**config.mk**
```make
export PLATFORM = sky130hd
export DESIGN_NAME = btn_report_tx
export DESIGN_NICKNAME = d
export VERILOG_FILES = /design/src/rtl/btn_report_tx.sv
export SDC_FILE = /design/constraint.sdc
export NUM_CORES = 1
export LEC_CHECK = 0
export CAP_MARGIN = 20
export CORE_UTILIZATION = 45
export CTS_CLUSTER_DIAMETER = 100
export DETAILED_ROUTE_END_ITERATION = 7
export SLEW_MARGIN = 40
export SYNTH_ARGS = -nofsm -noshare
export SYNTH_HDL_FRONTEND = slang
export SYNTH_SLANG_ARGS = --single-unit
```
**constraint.sdc**
```tcl
create_clock -name CLK -period 2.5 [get_ports CLK]
set_input_delay 0.25 -clock CLK [delete_from_list [all_inputs] [get_ports CLK]]
set_output_delay 0.25 -clock CLK [all_outputs]
set_load 0.03 [all_outputs]
```
**src/rtl/btn_report_tx.sv**
```systemverilog
// -----------------------------------------------------------------------------
// btn_report_tx
//
// Transmit side of the Pmod LED/button UART link. Debounces the three Pmod
// buttons and sends an ASCII report frame "B00<d>\n" at 8N1 whenever the
// debounced button state changes or a report is requested via QUERY.
// <d> is '0'..'7' = 0x30 + {BTN3,BTN2,BTN1}.
//
// Ports:
//   CLK    in   system clock (12 MHz)
//   RST    in   asynchronous reset, active-high
//   BTN1   in   raw button 1, asynchronous, high = pressed
//   BTN2   in   raw button 2
//   BTN3   in   raw button 3
//   QUERY  in   single-cycle pulse, requests a report of the current state
//   TX     out  UART serial out, idle high
//   BUSY   out  high while a frame is being transmitted
// -----------------------------------------------------------------------------
module btn_report_tx #(
  parameter int CLK_PER_BIT     = 104,
  parameter int DEBOUNCE_CYCLES = 12000
) (
  input  logic CLK,
  input  logic RST,
  input  logic BTN1,
  input  logic BTN2,
  input  logic BTN3,
  input  logic QUERY,
  output logic TX,
  output logic BUSY
);

  localparam int DBW = $clog2(DEBOUNCE_CYCLES + 1);
  localparam int BW  = $clog2(CLK_PER_BIT + 1);

  localparam logic [DBW-1:0] DB_LAST   = DBW'(DEBOUNCE_CYCLES - 1);
  localparam logic [BW-1:0]  BAUD_LAST = BW'(CLK_PER_BIT - 1);

  typedef enum logic [2:0] {
    IDLE,
    START,
    DATA,
    STOP,
    NEXT
  } state_t;

  // ---------------------------------------------------------------------------
  // Synchroniser and debounce
  // ---------------------------------------------------------------------------
  logic [2:0]     sync1;
  logic [2:0]     sync2;
  logic [2:0]     stable;          // debounced mask {BTN3,BTN2,BTN1}
  logic [DBW-1:0] db_cnt [3];

  // NOTE: the counter array is reset like any other register so the
  // debounce starts from a known zero count after RST, not from power-up junk.
  always_ff @(posedge CLK or posedge RST) begin
    if (RST) begin
      sync1  <= '0;
      sync2  <= '0;
      stable <= '0;
      for (int i = 0; i < 3; i++) db_cnt[i] <= '0;
    end else begin
      // NOTE: non-blocking assignments make sync1 -> sync2 a true two-stage
      // pipeline; blocking here would collapse both flops into one.
      sync1 <= {BTN3, BTN2, BTN1};
      sync2 <= sync1;
      for (int i = 0; i < 3; i++) begin
        if (sync2[i] != stable[i]) begin
          // Counting the DEBOUNCE_CYCLES-th disagreeing cycle accepts the level.
          if (db_cnt[i] == DB_LAST) begin
            stable[i] <= sync2[i];
            db_cnt[i] <= '0;
          end else begin
            db_cnt[i] <= db_cnt[i] + DBW'(1);
          end
        end else begin
          db_cnt[i] <= '0;
        end
      end
    end
  end

  // ---------------------------------------------------------------------------
  // Frame byte selection
  // ---------------------------------------------------------------------------
  logic [2:0] snap;        // mask latched when a frame starts
  logic [2:0] byte_idx;    // 0..4 within the frame
  logic [7:0] cur_byte;

  // NOTE: cur_byte gets a default before the case so no path leaves it
  // unassigned, which would otherwise infer a latch.
  always_comb begin
    cur_byte = 8'h0A;
    case (byte_idx)
      3'd0:    cur_byte = 8'h42;            // 'B'
      3'd1:    cur_byte = 8'h30;            // '0'
      3'd2:    cur_byte = 8'h30;            // '0'
      3'd3:    cur_byte = {5'b00110, snap}; // 0x30 + mask
      default: cur_byte = 8'h0A;            // '\n'
    endcase
  end

  // ---------------------------------------------------------------------------
  // Pending flag and UART transmit FSM
  // ---------------------------------------------------------------------------
  state_t        state;
  logic          pending;
  logic [2:0]    mask_q;   // previous debounced mask, for change detection
  logic [BW-1:0] baud;
  logic [2:0]    bit_idx;
  logic [7:0]    shreg;

  always_ff @(posedge CLK or posedge RST) begin
    if (RST) begin
      state    <= IDLE;
      pending  <= 1'b0;
      mask_q   <= '0;
      snap     <= '0;
      byte_idx <= '0;
      baud     <= '0;
      bit_idx  <= '0;
      shreg    <= '0;
      TX       <= 1'b1;
      BUSY     <= 1'b0;
    end else begin
      mask_q <= stable;

      // A new event wins over the clear caused by leaving IDLE, so an event
      // in that exact cycle still produces a follow-up frame.
      if (stable != mask_q || QUERY) begin
        pending <= 1'b1;
      end else if (state == IDLE && pending) begin
        pending <= 1'b0;
      end

      case (state)
        IDLE: begin
          TX   <= 1'b1;
          BUSY <= 1'b0;
          if (pending) begin
            state    <= START;
            snap     <= stable;
            byte_idx <= '0;
            baud     <= '0;
            TX       <= 1'b0;
            BUSY     <= 1'b1;
          end
        end

        START: begin
          if (baud == BAUD_LAST) begin
            state   <= DATA;
            baud    <= '0;
            bit_idx <= '0;
            TX      <= cur_byte[0];
            shreg   <= {1'b0, cur_byte[7:1]};
          end else begin
            baud <= baud + BW'(1);
          end
        end

        DATA: begin
          if (baud == BAUD_LAST) begin
            baud <= '0;
            if (bit_idx == 3'd7) begin
              state <= STOP;
              TX    <= 1'b1;
            end else begin
              bit_idx <= bit_idx + 3'd1;
              TX      <= shreg[0];
              shreg   <= {1'b0, shreg[7:1]};
            end
          end else begin
            baud <= baud + BW'(1);
          end
        end

        STOP: begin
          if (baud == BAUD_LAST) begin
            state <= NEXT;
            baud  <= '0;
          end else begin
            baud <= baud + BW'(1);
          end
        end

        NEXT: begin
          // One extra clock between characters while the byte index steps.
          if (byte_idx < 3'd4) begin
            state    <= START;
            byte_idx <= byte_idx + 3'd1;
            TX       <= 1'b0;
          end else begin
            state <= IDLE;
            BUSY  <= 1'b0;
          end
        end

        default: begin
          state <= IDLE;
          TX    <= 1'b1;
          BUSY  <= 1'b0;
        end
      endcase
    end
  end

endmodule

```
==> summary.txt <==
Power and ir drop
  – Leak Pwr: 1.85 nW
  – Comb pwr share: 3.3%
  – Sequential power share: 57.2%
  – Max rail drop VDD: 0.291 mV
  – Sw Share: 22.0%
  – Switch Pwr: 0.523 mW
  – Clk network pwr share: 39.4%
  – PnR Total Power: 2.38 mW
  – PD cells: 547 nW/um^2
  – Internal power: 1.86 mW

Setup path
  – Worst EP arrival: 2250 ps
  – Critical path required time: 2730 ps
  – Worst setup EP type: flop
  – Critical path class: reg -> reg
  – Critical Path Start Type: flop
  – Crit-path max FO: 14

Global route
  – Largest net degree at the start of global routing: 83
  – Vias in the first global route: 2623
  – Initial antenna violation count: 0
  – First-pass GRT wire length: 12300 um
  – Total gr overflow: 0
  – Global-route total usage across every layer: 17.6%

Logic synthesis
  – Post-Synthesis Cells: 399
  – Largest family of logic cells by synthesized area: simple AND/OR/NAND/NOR gates
  – Post-Synth XOR/XNOR Area: 9.43%
  – Post-synthesis sequential area ratio: 51.4%
  – Simple-Gate Fraction of Synth Area: 22.5%
  – Asr flop ratio synth: 100%
  – Mux cell area share after synthesis: 1.94%
  – Ys flop type: dfrtp_1
  – Seq cells post-synth: 82
  – Synth Cell Area: 3990 um^2
  – Post-synth EDFFs: 0
  – Synthesis Warnings: 0
  – Post-synthesis adder-cell area fraction: 4.39%
  – Syn_area_per_cell: 10.0 um^2
  – Syn Nets: 419
  – Netlist cell types: 51
  – Synth Area in Compound Gates: 6.99%

Placement
  – IO buf count: 7
  – Hpwl dp: 4760 um
  – Gpl congestion: 0.744
  – Cell count after placement: 503

Timing
  – Worst relative slew slack: 63.2%
  – Worst Tran Pin Value: 548 ps
  – Max Slew Vio Count: 0
  – Period utilisation layout: 80.8%
  – Setup TNS Final: 0 ps
  – Hold Fails Final Rpt: 0
  – Hold slack: 277 ps
  – Achievable Freq: 495 MHz
  – Setup-failing EPs final: 0
  – Worst Clk Skew: 14.4 ps
  – Tmin final: 2020 ps
  – RSZ-0062 raised after global routing: false

Drt
  – First-pass DRT Iterations: 4
  – Avg Vias per Cell: 5.35
  – Routed WL: 7020 um
  – Via count: 2779
  – Wire per inst: 13.5 um
  – # DRC: 0
  – DR iter-0 viols: 93
  – Post-DRT Antenna Nets: 0

Cells and area
  – Sequential Area: 2050 um^2
  – Multi-input logic area: 1810 um^2
  – Inserted Diodes: 0
  – Util after Layout: 52.0%
  – Layout Cells excl Fill: 519
  – Filler Cell Count: 789
  – Layout Nets: 429
  – Synth-to-layout area growth: 9.09%
  – Share of layout cells above drive strength 1: 8.21%

CTS
  – H-tree levels: 3
  – CTS tree: built
  – Clk sinks: 82
  – Post-CTS Setup Bufs: 0
  – Clock Path Buffers: 2
  – Post-CTS Resized: 0
  – Clock root buffer: clkbuf_8
  – Hold_buf cts: 0
  – Cts bufs inserted: 9
  – Worst-path clk slew: 90 ps
  – Later-pin clock latency in the skew report: 350 ps

Job
  – Max Cap Viol: 0

Min path
  – Worst Hold Class: in -> async

Floorplanning
  – Die X-Extent: 96.2 um
  – # IOs: 8
  – FP Rows: 33
  – Core area: 8380 um^2
  – Die Y: 96.2 um
  – Initial Util: 47.6%
  – Die ar.: 9250 um^2

Run status
  – Status: finished clean
[metrics by stage]
| stage | instance area, um^2 | worst slack (ps) |
|---|---|---|
| after floorplan | 3990 | 143 |
| after global placement | 4170 | 485 |
| after detailed placement | 4170 | 469 |
| after CTS | 4360 | 445 |
| after global routing | 4360 | 346 |
| final | 4360 | 480 |
[critical path, stage by stage, from the launching register on]
cell and delay [ps]:
dfrtp_1 480, ha_1 260, or4b_1 470, nor4_2 290, or2_0 160, buf_4 200
nor2_1 70
[area by class of cell]
class,instances,area share [%]
clock buffers,13,3.42
flip-flops and latches,82,47.1
inverters,14,1.24
repair buffers,12,2.76
clock inverters,3,0.919
multi-input cells,290,41.5
well taps,105,3.02
[synthesized netlist by cell type, types with 2 or more instances]
cell type   n  share of area [%]
a21oi_1     6               0.75
buf_2       3               0.38
a311oi_1    2               0.44
nand2b_2    2               0.44
nor4_1     12                1.9
inv_1      14                1.3
o31ai_1     4               0.75
nor3b_1     2               0.38
mux2_2      6                1.7
nand4_1     8                1.3
nand2_1    41                3.9
clkbuf_1    5               0.47
o22ai_1     2               0.31
buf_4       3               0.56
buf_6       2               0.56
xor2_1     16                3.5
ha_1       14                4.4
nor4_2      3               0.94
a21o_1      2               0.38
nor2b_1     3               0.47
nand3_1    26                3.3
nor2_1     60                5.6
xnor2_1    27                5.9
dfrtp_1    81                 51
and3_1      6               0.94
or4b_1      3               0.75
or3_1       2               0.31
nor3_1      8                1.0
o21ai_0    14                1.8
[cells in the final DEF (no fill, tap or decap), types with 2 or more instances in the layout]
cell type / count
or4b_1: 3
mux2_2: 6
nor3b_1: 2
xor2_1: 16
o31ai_1: 4
nor4_2: 3
xnor2_1: 27
nand3_1: 26
a311oi_1: 2
clkdlybuf4s50_1: 7
nor3_1: 8
o21ai_0: 14
nor4_1: 12
nand2_1: 41
a21oi_1: 6
dfrtp_1: 81
clkinv_2: 3
clkbuf_8: 10
inv_1: 13
a21o_1: 2
ha_1: 14
o22ai_1: 2
nand2b_2: 2
and3_1: 6
nor2_1: 60
nor2b_1: 3
nand4_1: 8
clkbuf_1: 3
buf_4: 4
or3_1: 2
[worst paths after layout]
path                            cells past startpoint           startpoint  slack (ps)             endpoint
worst min register to register                      0   sync1[2]$_DFF_PP0_         350   sync2[2]$_DFF_PP0_
min in group CLK                                    1                 BTN3         340   sync1[2]$_DFF_PP0_
worst min-delay path                                3                  RST         280  pending$_DFFE_PP0P_
worst max-delay path                                6  db_cnt[0]$_DFF_PP0_         480  db_cnt[7]$_DFF_PP0_
max in group asynchronous                           3                  RST        1820       TX$_DFFE_PP1P_
worst max register to register                      6  db_cnt[0]$_DFF_PP0_         480  db_cnt[7]$_DFF_PP0_
[logic make-up after synthesis]
| family | Yosys count |
|---|---|
| adder cells (fa/ha/maj) | 14 |
| AO/OA/AOI/OAI | 43 |
| flip-flops | 82 |
| AND/OR/NAND/NOR | 183 |
| buffers and inverters | 27 |
| multiplexers | 7 |
| XOR/XNOR | 43 |
[sequential cells by signal, indices dropped and copies added (netlist names), 3 cells and up]
signal,cells
snap,3
sync1,3
bit_idx,3
mask_q,3
sync2,3
shreg,6
baud,7
state,3
db_cnt,42
byte_idx,3
stable,3
[metal layers]
layer	GRT usage, %	part of all wire, %	vias up
met3	3.79	2.3	10
li1	-	-	1399
met1	23.8	50	1342
met4	7.84	1.5	0
met2	27.2	46	28
met5	0	0	-
[power groups by stage]
stage | Combinational (mW) | Sequential (mW) | Clock, mW
CTS | 0.0834 | 1.36 | 0.970
global route | 0.0943 | 1.37 | 1.03
floorplan | 0.0598 | 1.38 | 0
detailed placement | 0.0828 | 1.39 | 0
finish | 0.0793 | 1.36 | 0.939
global placement | 0.0831 | 1.39 | 0
Power figures use the tool's default switching activity.
